`src/rtl/ysyx_23060236_scoreboard_regfile.sv`:
```
// ysyx_23060236_scoreboard_regfile
//
// Integer register file with a per-register pending-write scoreboard.
// Decode reads operands and busy status through NR_READ combinational read
// ports and reserves its destination through the issue port; writeback
// writes the data and retires one reservation. Entry 0 reads as zero and is
// never busy.
//
// Optional feature: define YSYX_23060236_RF_BYPASS_EN to forward a
// same-cycle writeback onto the read ports and into the issue-ready check.
// Without the macro, reads and issue_ready see only registered state.

module ysyx_23060236_scoreboard_regfile #(
  parameter int ADDR_WIDTH = 5,
  parameter int DATA_WIDTH = 32,
  parameter int NR_READ    = 2,
  parameter int CNT_WIDTH  = 2
) (
  input  logic                          clock,
  input  logic                          resetn,
  input  logic [NR_READ*ADDR_WIDTH-1:0] raddr,
  output logic [NR_READ*DATA_WIDTH-1:0] rdata,
  output logic [NR_READ-1:0]            rbusy,
  input  logic                          issue_valid,
  input  logic [ADDR_WIDTH-1:0]         issue_rd,
  output logic                          issue_ready,
  input  logic                          wb_valid,
  input  logic [ADDR_WIDTH-1:0]         wb_rd,
  input  logic [DATA_WIDTH-1:0]         wb_data,
  input  logic                          flush
);

  localparam int                   NR_REGS = 2 ** ADDR_WIDTH;
  localparam logic [CNT_WIDTH-1:0] CNT_MAX = '1;

  // Entry 0 of both arrays is cleared by reset and never written, so it
  // stays zero and folds away in synthesis.
  logic [DATA_WIDTH-1:0] r_data [NR_REGS];
  logic [CNT_WIDTH-1:0]  r_cnt  [NR_REGS];

  logic                  w_wb_en;
  logic                  w_issue_fire;
  logic [NR_REGS-1:1]    w_inc;
  logic [NR_REGS-1:1]    w_dec;
  logic                  w_issue_hit;
  logic [CNT_WIDTH-1:0]  w_issue_cnt;

  assign w_wb_en      = wb_valid & (wb_rd != '0);
  assign w_issue_fire = issue_valid & issue_ready & ~flush;

  // Per-entry reservation (inc) and retirement (dec) strobes for this edge.
  always_comb begin
    // NOTE: defaults first so every path assigns every bit; no latch is inferred.
    w_inc = '0;
    w_dec = '0;
    for (int i = 1; i < NR_REGS; i++) begin
      w_inc[i] = w_issue_fire & (issue_rd == ADDR_WIDTH'(i));
      w_dec[i] = wb_valid & (wb_rd == ADDR_WIDTH'(i)) & (r_cnt[i] != '0);
    end
  end

  // Data array: writeback is never gated by the scoreboard or by flush.
  always_ff @(posedge clock or negedge resetn) begin
    // NOTE: the array has a reset because post-reset zero contents are
    // architecturally visible; a plain RAM without reset would not satisfy that.
    if (!resetn) begin
      for (int i = 0; i < NR_REGS; i++) r_data[i] <= '0;
    end else if (w_wb_en) begin
      // NOTE: state updates use non-blocking assignments so every flop samples
      // pre-edge values regardless of statement order.
      r_data[wb_rd] <= wb_data;
    end
  end

  // Pending-write counters: flush clears all, otherwise +inc -dec per entry.
  always_ff @(posedge clock or negedge resetn) begin
    if (!resetn) begin
      for (int i = 0; i < NR_REGS; i++) r_cnt[i] <= '0;
    end else if (flush) begin
      for (int i = 1; i < NR_REGS; i++) r_cnt[i] <= '0;
    end else begin
      for (int i = 1; i < NR_REGS; i++) begin
        if (w_inc[i] & ~w_dec[i])      r_cnt[i] <= r_cnt[i] + 1'b1;
        else if (w_dec[i] & ~w_inc[i]) r_cnt[i] <= r_cnt[i] - 1'b1;
      end
    end
  end

  // Issue-ready: a destination can take another reservation unless its
  // counter is saturated. With forwarding, a writeback retiring a reservation
  // in this same cycle frees a slot immediately.
`ifdef YSYX_23060236_RF_BYPASS_EN
  assign w_issue_hit = wb_valid & (wb_rd == issue_rd) & (r_cnt[issue_rd] != '0);
`else
  assign w_issue_hit = 1'b0;
`endif
  assign w_issue_cnt = w_issue_hit ? (r_cnt[issue_rd] - 1'b1) : r_cnt[issue_rd];
  assign issue_ready = (issue_rd == '0) | (w_issue_cnt != CNT_MAX);

  // Read ports: combinational; index 0 always yields zero and not busy.
  for (genvar p = 0; p < NR_READ; p++) begin : g_read
    logic [ADDR_WIDTH-1:0] w_addr;
    logic                  w_hit;

    assign w_addr = raddr[p*ADDR_WIDTH +: ADDR_WIDTH];

`ifdef YSYX_23060236_RF_BYPASS_EN
    // Forwarding is suppressed during reset so the ports read zero there.
    assign w_hit = resetn & wb_valid & (wb_rd == w_addr) & (w_addr != '0);
`else
    assign w_hit = 1'b0;
`endif

    assign rdata[p*DATA_WIDTH +: DATA_WIDTH] =
        (w_addr == '0) ? '0 :
        w_hit          ? wb_data :
                         r_data[w_addr];

    // A forwarded writeback retires one reservation, so the source stays busy
    // only if more than one write was outstanding.
    assign rbusy[p] = (w_addr != '0) &
        (w_hit ? (r_cnt[w_addr] > CNT_WIDTH'(1)) : (r_cnt[w_addr] != '0));
  end

endmodule
```
`config.mk`:
```
export PLATFORM = sky130hd
export DESIGN_NAME = ysyx_23060236_scoreboard_regfile
export DESIGN_NICKNAME = d
export VERILOG_FILES = /design/src/rtl/ysyx_23060236_scoreboard_regfile.sv
export SDC_FILE = /design/constraint.sdc
export NUM_CORES = 2
export LEC_CHECK = 0
export ABC_CLOCK_PERIOD_IN_PS = 3100
export BUFFER_PORTS_ARGS = -buffer_cell sky130_fd_sc_hd__buf_2
export CORE_ASPECT_RATIO = 0.9
export CORE_MARGIN = 2
export CORE_UTILIZATION = 26
export CTS_CLUSTER_SIZE = 14
export DETAILED_ROUTE_END_ITERATION = 10
export PLACE_DENSITY = 0.48
export SLEW_MARGIN = 20
export SYNTH_ARGS = -nofsm -noshare
export SYNTH_HDL_FRONTEND = slang
export SYNTH_SLANG_ARGS = --single-unit
```
`constraint.sdc`:
```
create_clock -name clock -period 3.1 [get_ports clock]
set_input_delay 0 -clock clock [delete_from_list [all_inputs] [get_ports clock]]
set_output_delay 0 -clock clock [all_outputs]
set_load 0.05 [all_outputs]
```
Word-level counts from Yosys, hierarchy flattened. Cells that the tools add are included. W data, S select, Z words.

Register bits: 1086. Output and inout bits: 67. Bits of input ports: 57. Word-level logic and storage cells: 575.

Reduce and logical (&&, ||, !) cells: 71. Bitwise operators: 228. Magnitude comparators: 5. Add/subtract/negate cells: 62. Equality and inequality tests: 63. Mux-type cells: 83.

Operators by type and width (count): $bwmux W1024 (1); $bmux W32 S5 (2); $mux W32 (7); $and A1 B1 Y1 (160); $demux W32 S5 (1); $eq A5 B5 Y1 const B (32); $mux W2 (68); $reduce_bool A3 Y1 (31); $eq A5 B4 Y1 const B (16); $reduce_bool A2 Y1 (33); $not A1 Y1 (63); $add A2 B1 Y2 const B (31); $mux W62 (1); $sub A2 B1 Y2 const B (31); $eq A5 B3 Y1 const B (8); $bmux W2 S5 (3); $ge A6 B6 Y1 const B (4); $not A5 Y6 (4); $eq A5 B2 Y1 const B (4); $logic_not A5 Y1 (3); $reduce_bool A5 Y1 (3); $eq A5 B1 Y1 const B (2); $lt A6 B1 Y1 const B (1); $ne A2 B2 Y1 const B (1); 2 further kinds (2).

Longest topological paths before layout.
Word-level depth: 14. Mapped depth: 9. Gate-level depth less buffers: 6.

Worst setup path before layout. OpenSTA, ideal clock, no wires.

Path type: reg2reg. Start: reg r_cnt[45] (netlist name). End: reg r_cnt[58] (netlist name). Data arrival time: 2.158 ns. Path buffers: 1. Setup slack: 0.814 ns. Required time: 2.973 ns. Library setup time: 0.127 ns. Stages on the path, launching flop included: 8. Clock period less this slack: 2.286 ns. Cells stage by stage: dfrtp_1 -> mux4_1 -> mux2_2 -> a221o_2 -> nand3_2 -> buf_6 -> nand3_2 -> mux2_1.

Longest elaborated chain between the ends: 11. Elaborated cells between the ends (all ways): 14. Those cells by class: eq/ne (1); mux (5); bitwise (7); reduce/logical (1).

RTL lines: start, declared (RTL line 39) `logic [CNT_WIDTH-1:0] r_cnt [NR_REGS];`; start signal, assigned by index (RTL line 83) `if (w_inc[i] & ~w_dec[i]) r_cnt[i] <= r_cnt[i] + 1'b1;`; start signal, assigned by index (RTL line 84) `else if (w_dec[i] & ~w_inc[i]) r_cnt[i] <= r_cnt[i] - 1'b1;`; $bmux W2 S5 (*) (RTL line 97) `assign w_issue_cnt = w_issue_hit ? (r_cnt[issue_rd] - 1'b1) : r_cnt[issue_rd];`; $mux W2 (not written as such) (*) (2 in a row) (RTL line 97); $ne A2 B2 Y1 (*) (RTL line 98) `assign issue_ready = (issue_rd == '0) | (w_issue_cnt != CNT_MAX);`; $or A1 B1 Y1 (*) (RTL line 98); $and A1 B1 Y1 (*) (2 in a row) (RTL line 49) `assign w_issue_fire = issue_valid & issue_ready & ~flush;`; $and A1 B1 Y1 (*) (RTL line 57) `w_inc[i] = w_issue_fire & (issue_rd == ADDR_WIDTH'(i));`; $and A1 B1 Y1 / $not A1 Y1 (equally long branches) (RTL line 83, 84); $mux W2 / $and A1 B1 Y1 (equally long branches) (RTL line 83, 84); $mux W62 / $reduce_bool A3 Y1 (equally long branches).

Mark *: on every way between the ends. The rest lies on a longest branch, timed or not. The select of a mux whose other input is x is not followed. A chain may end at the register's enable or synchronous reset.

Final worst setup path.
Start: reg r_data[38] (netlist name). End: out rdata[6].

Longest elaborated chain between the ends: 4.

RTL lines: start, declared (RTL line 38) `logic [DATA_WIDTH-1:0] r_data [NR_REGS];`; start signal, assigned by index (RTL line 71) `r_data[wb_rd] <= wb_data;`; $bmux W32 S5 (RTL line 117) `r_data[w_addr];`; $mux W32 (not written as such) (2 in a row) (RTL line 117); $mux W32 (RTL line 115) `(w_addr == '0) ? '0 :`; end, declared (RTL line 22) `output logic [NR_READ*DATA_WIDTH-1:0] rdata,`.

No other way between the ends. The select of a mux whose other input is x is not followed.

==> qor.txt <==
run status - finished clean
ordered cell list for the critical path - mux4_2 -> mux4_2 -> mux2i_1 -> nor2_1 -> buf_2
Most common cell on crit path - mux4_2
CP Capture Type - output port
crit-path leading delay family - multiplexers
Via Count - 39,187
Nets - 4,417
syn_nets - 4,374
Post-DRT Antenna Nets - 0
Pwr per Cell Area - 622.4 mW/mm2
Synth Instances - 4,317
via/cell ratio - 5.252
fraction of layout cells with a size suffix above 1 - 0.4460
CTS H-tree lvls - 3
DRT iter0 DRCs - 3,725
clock sink count - 1,086
Max Cap Viol - 0
RSZ-0062 raised after global routing - no
Seq cells post-synth - 1,086
CTS clk-pin slew, worst paths - 0.07 ns
Worst R2R Start - r_cnt[22]
placed cell area - 0.06391 mm2
Cell Rows - 165
worst-skew pair later-pin latency - 0.76 ns
skew final - 0.03852 ns
core box area - 0.2246 mm2
commonest non-fill, non-tap cell in the layout - dfrtp_1
Critical path origin - r_data[38]
Setup CP Type - register to output port
routed len/inst - 27.51 um
peak supply drop - 0.0004642 V
most frequent cells in the layout - dfrtp_1, nand2_1, mux2_2
Max stage delay on crit path - 0.51 ns
max frequency - 335.5 MHz
gp weighted congestion - 0.8072
final worst-path setup slack - 0.1195 ns
Port-buffer cells - 123
Rel. slew slack - 0.3413
Period minus WS final - 2.980 ns
Area growth syn-to-layout - 16.38%
Pre-antenna DRT Iters - 5
Crit path arrival time - 2.98 ns
Seq/Total Area, Yosys - 0.4626
Starting Density - 0.2616
total power - 42.56 mW
aggregate global routing overflow - 0
FILL cells - 22,503
hold_ws - 0.09081 ns
TritonCTS clock tree - built
slew of the pin with the lowest slew margin - 0.9880 ns
Mapped Area - 0.05875 mm2
Netlist cell types - 51
final setup fails - 0
FFs w/ async S/R, synth - 1.000
Synth Warn # - 2
Die Width - 505.1 um
CP Max Fanout - 3
Lkg Pwr - 29.57 nW
antenna cells - 0
Longest Clk Path Bufs - 3
Critical-path top delay cell - mux4_2
Final Hold Fails - 0
CP required - 3.10 ns
Post-Route WL - 205.3 mm
Final Max Tran Viols - 0
Post-synth EDFFs - 0
maximum number of pins on one net before global-route repair - 134
Die Y - 455.0 um
Period Utilization, post-route - 0.9614
I/O Pins - 124
worst slack, placed - 0.4661 ns
element type at the critical path start - register
Hold Path Class - input pin to asynchronous set/reset pin
total negative setup slack - 0 ns
ys flop type - dfrtp_1
DP HPWL - 125.2 mm
DIE AREA - 0.2298 mm2
residual DRC count - 0
final instance area - 0.06837 mm2
initial antenna violation count - 10
CP bufs+invs - 1
cell chosen for the clock root - clkbuf_16
total track usage - 0.1776
first-pass GRT wire length - 298.1 mm
TritonCTS buffer count - 113
vias in the first global route - 39,592
synthesized area per cell - 13.61 um2
## timing repair
| action | 4_1_cts | 5_1_grt |
|---|---|---|
| gates resized for setup | 3 | 0 |
| buffers inserted | 0 | 4 |
| hold buffers | 48 | 0 |
| endpoints found under the hold margin | 2032 | 0 |
| setup endpoints to repair | 2 | 1 |
| pin swaps | 0 | 0 |
## logic make-up (layout without fill, tap and decap cells)
logic type,Yosys count,count (layout),synth area share
multiplexers,1482,1482,0.4095
AND/OR/NAND/NOR,1107,1107,0.07799
flip-flops,1086,1086,0.4626
buffers and inverters,449,587,0.03016
AO/OA/AOI/OAI,189,189,0.01919
XOR/XNOR,4,4,0.0005964
## stage by stage
step	instances	util
2_1_floorplan	4317	-
3_3_place_gp	7199	0.2845
3_5_place_dp	7199	0.2845
4_1_cts	7457	0.3043
5_1_grt	7461	0.3044
6_report	7461	0.3044
## path summary, 6_finish.rpt
check                               end  slack (ns)  cells past startpoint
setup / recovery               rdata[6]        0.12                      5
hold / removal              r_data[929]        0.09                      3
setup reg to reg               r_cnt[1]        0.51                      8
hold reg to reg            r_data[1007]        0.39                      0
max in group asynchronous   r_data[941]        2.19                      3
min in group clock             r_cnt[9]        0.14                      5
## state kept, by name, summed over array words and instances, names as in the netlist
signal / count
r_data: 1024
r_cnt: 62
## synth_stat cells, drive strengths merged, types with 2 or more instances
cell / n / area [um2]
a2111oi: 3 / 26.28
a211oi: 37 / 277.8
a21oi: 81 / 405.4
a31oi: 8 / 65.06
and2: 6 / 37.54
and3: 10 / 62.56
and4: 3 / 26.28
and4b: 3 / 30.03
buf: 85 / 405.4
clkbuf: 363 / 1363
dfrtp: 1086 / 27180
mux2: 756 / 8539
mux2i: 67 / 670.6
mux4: 659 / 14850
nand2: 823 / 3094
nand2b: 7 / 43.79
nand3: 32 / 195.2
nand3b: 2 / 15.01
nand4: 7 / 43.79
nand4b: 4 / 35.03
nor2: 129 / 484.2
nor2b: 17 / 106.4
nor3: 34 / 175.2
nor3b: 25 / 187.7
nor4bb: 3 / 30.03
o211ai: 3 / 22.52
o21ai: 44 / 224.0
o21bai: 4 / 30.03
o31ai: 2 / 15.01
or4: 2 / 15.01
xnor2: 2 / 17.52
xor2: 2 / 17.52
## area by class of cell
cell class	count	area, um2	area share
multi-input combinational	2782	30110	0.4404
sequential	1086	27180	0.3975
tap	3006	3761	0.05501
timing repair buffer	376	3396	0.04966
clock buffer	162	3313	0.04846
clock inverter	48	615.6	0.009003
inverter	1	3.754	0.00005490
## metal layers
| metal | global-route usage | share of wire | vias to the layer above | wire length [um] |
|---|---|---|---|---|
| li1 | - | - | 16124 | - |
| met1 | 0.2678 | 0.47 | 21341 | 96790 |
| met2 | 0.2634 | 0.44 | 1443 | 90070 |
| met3 | 0.03039 | 0.064 | 273 | 13190 |
| met4 | 0.04374 | 0.025 | 6 | 5186 |
| met5 | 0 | 0.00016 | - | 32 |
## worst register-to-register path, delay by kind of cell, from the launching register on
family                 cells  cell delay, ns
AO/OA/AOI/OAI              4            0.84
AND/OR/NAND/NOR            1            0.04
flip-flops                 1            0.50
buffers and inverters      2            0.81
multiplexers               1            0.28
## where the power goes
part	switching [mW]	total (mW)	internal [mW]	leakage [nW]
combinational	4.33	9.45	5.12	13.6
clock	6.27	14.6	8.35	1.94
sequential	1.80	18.5	16.7	14.0
total	12.4	42.6	30.2	29.6
(Power assumes the default switching activity.)
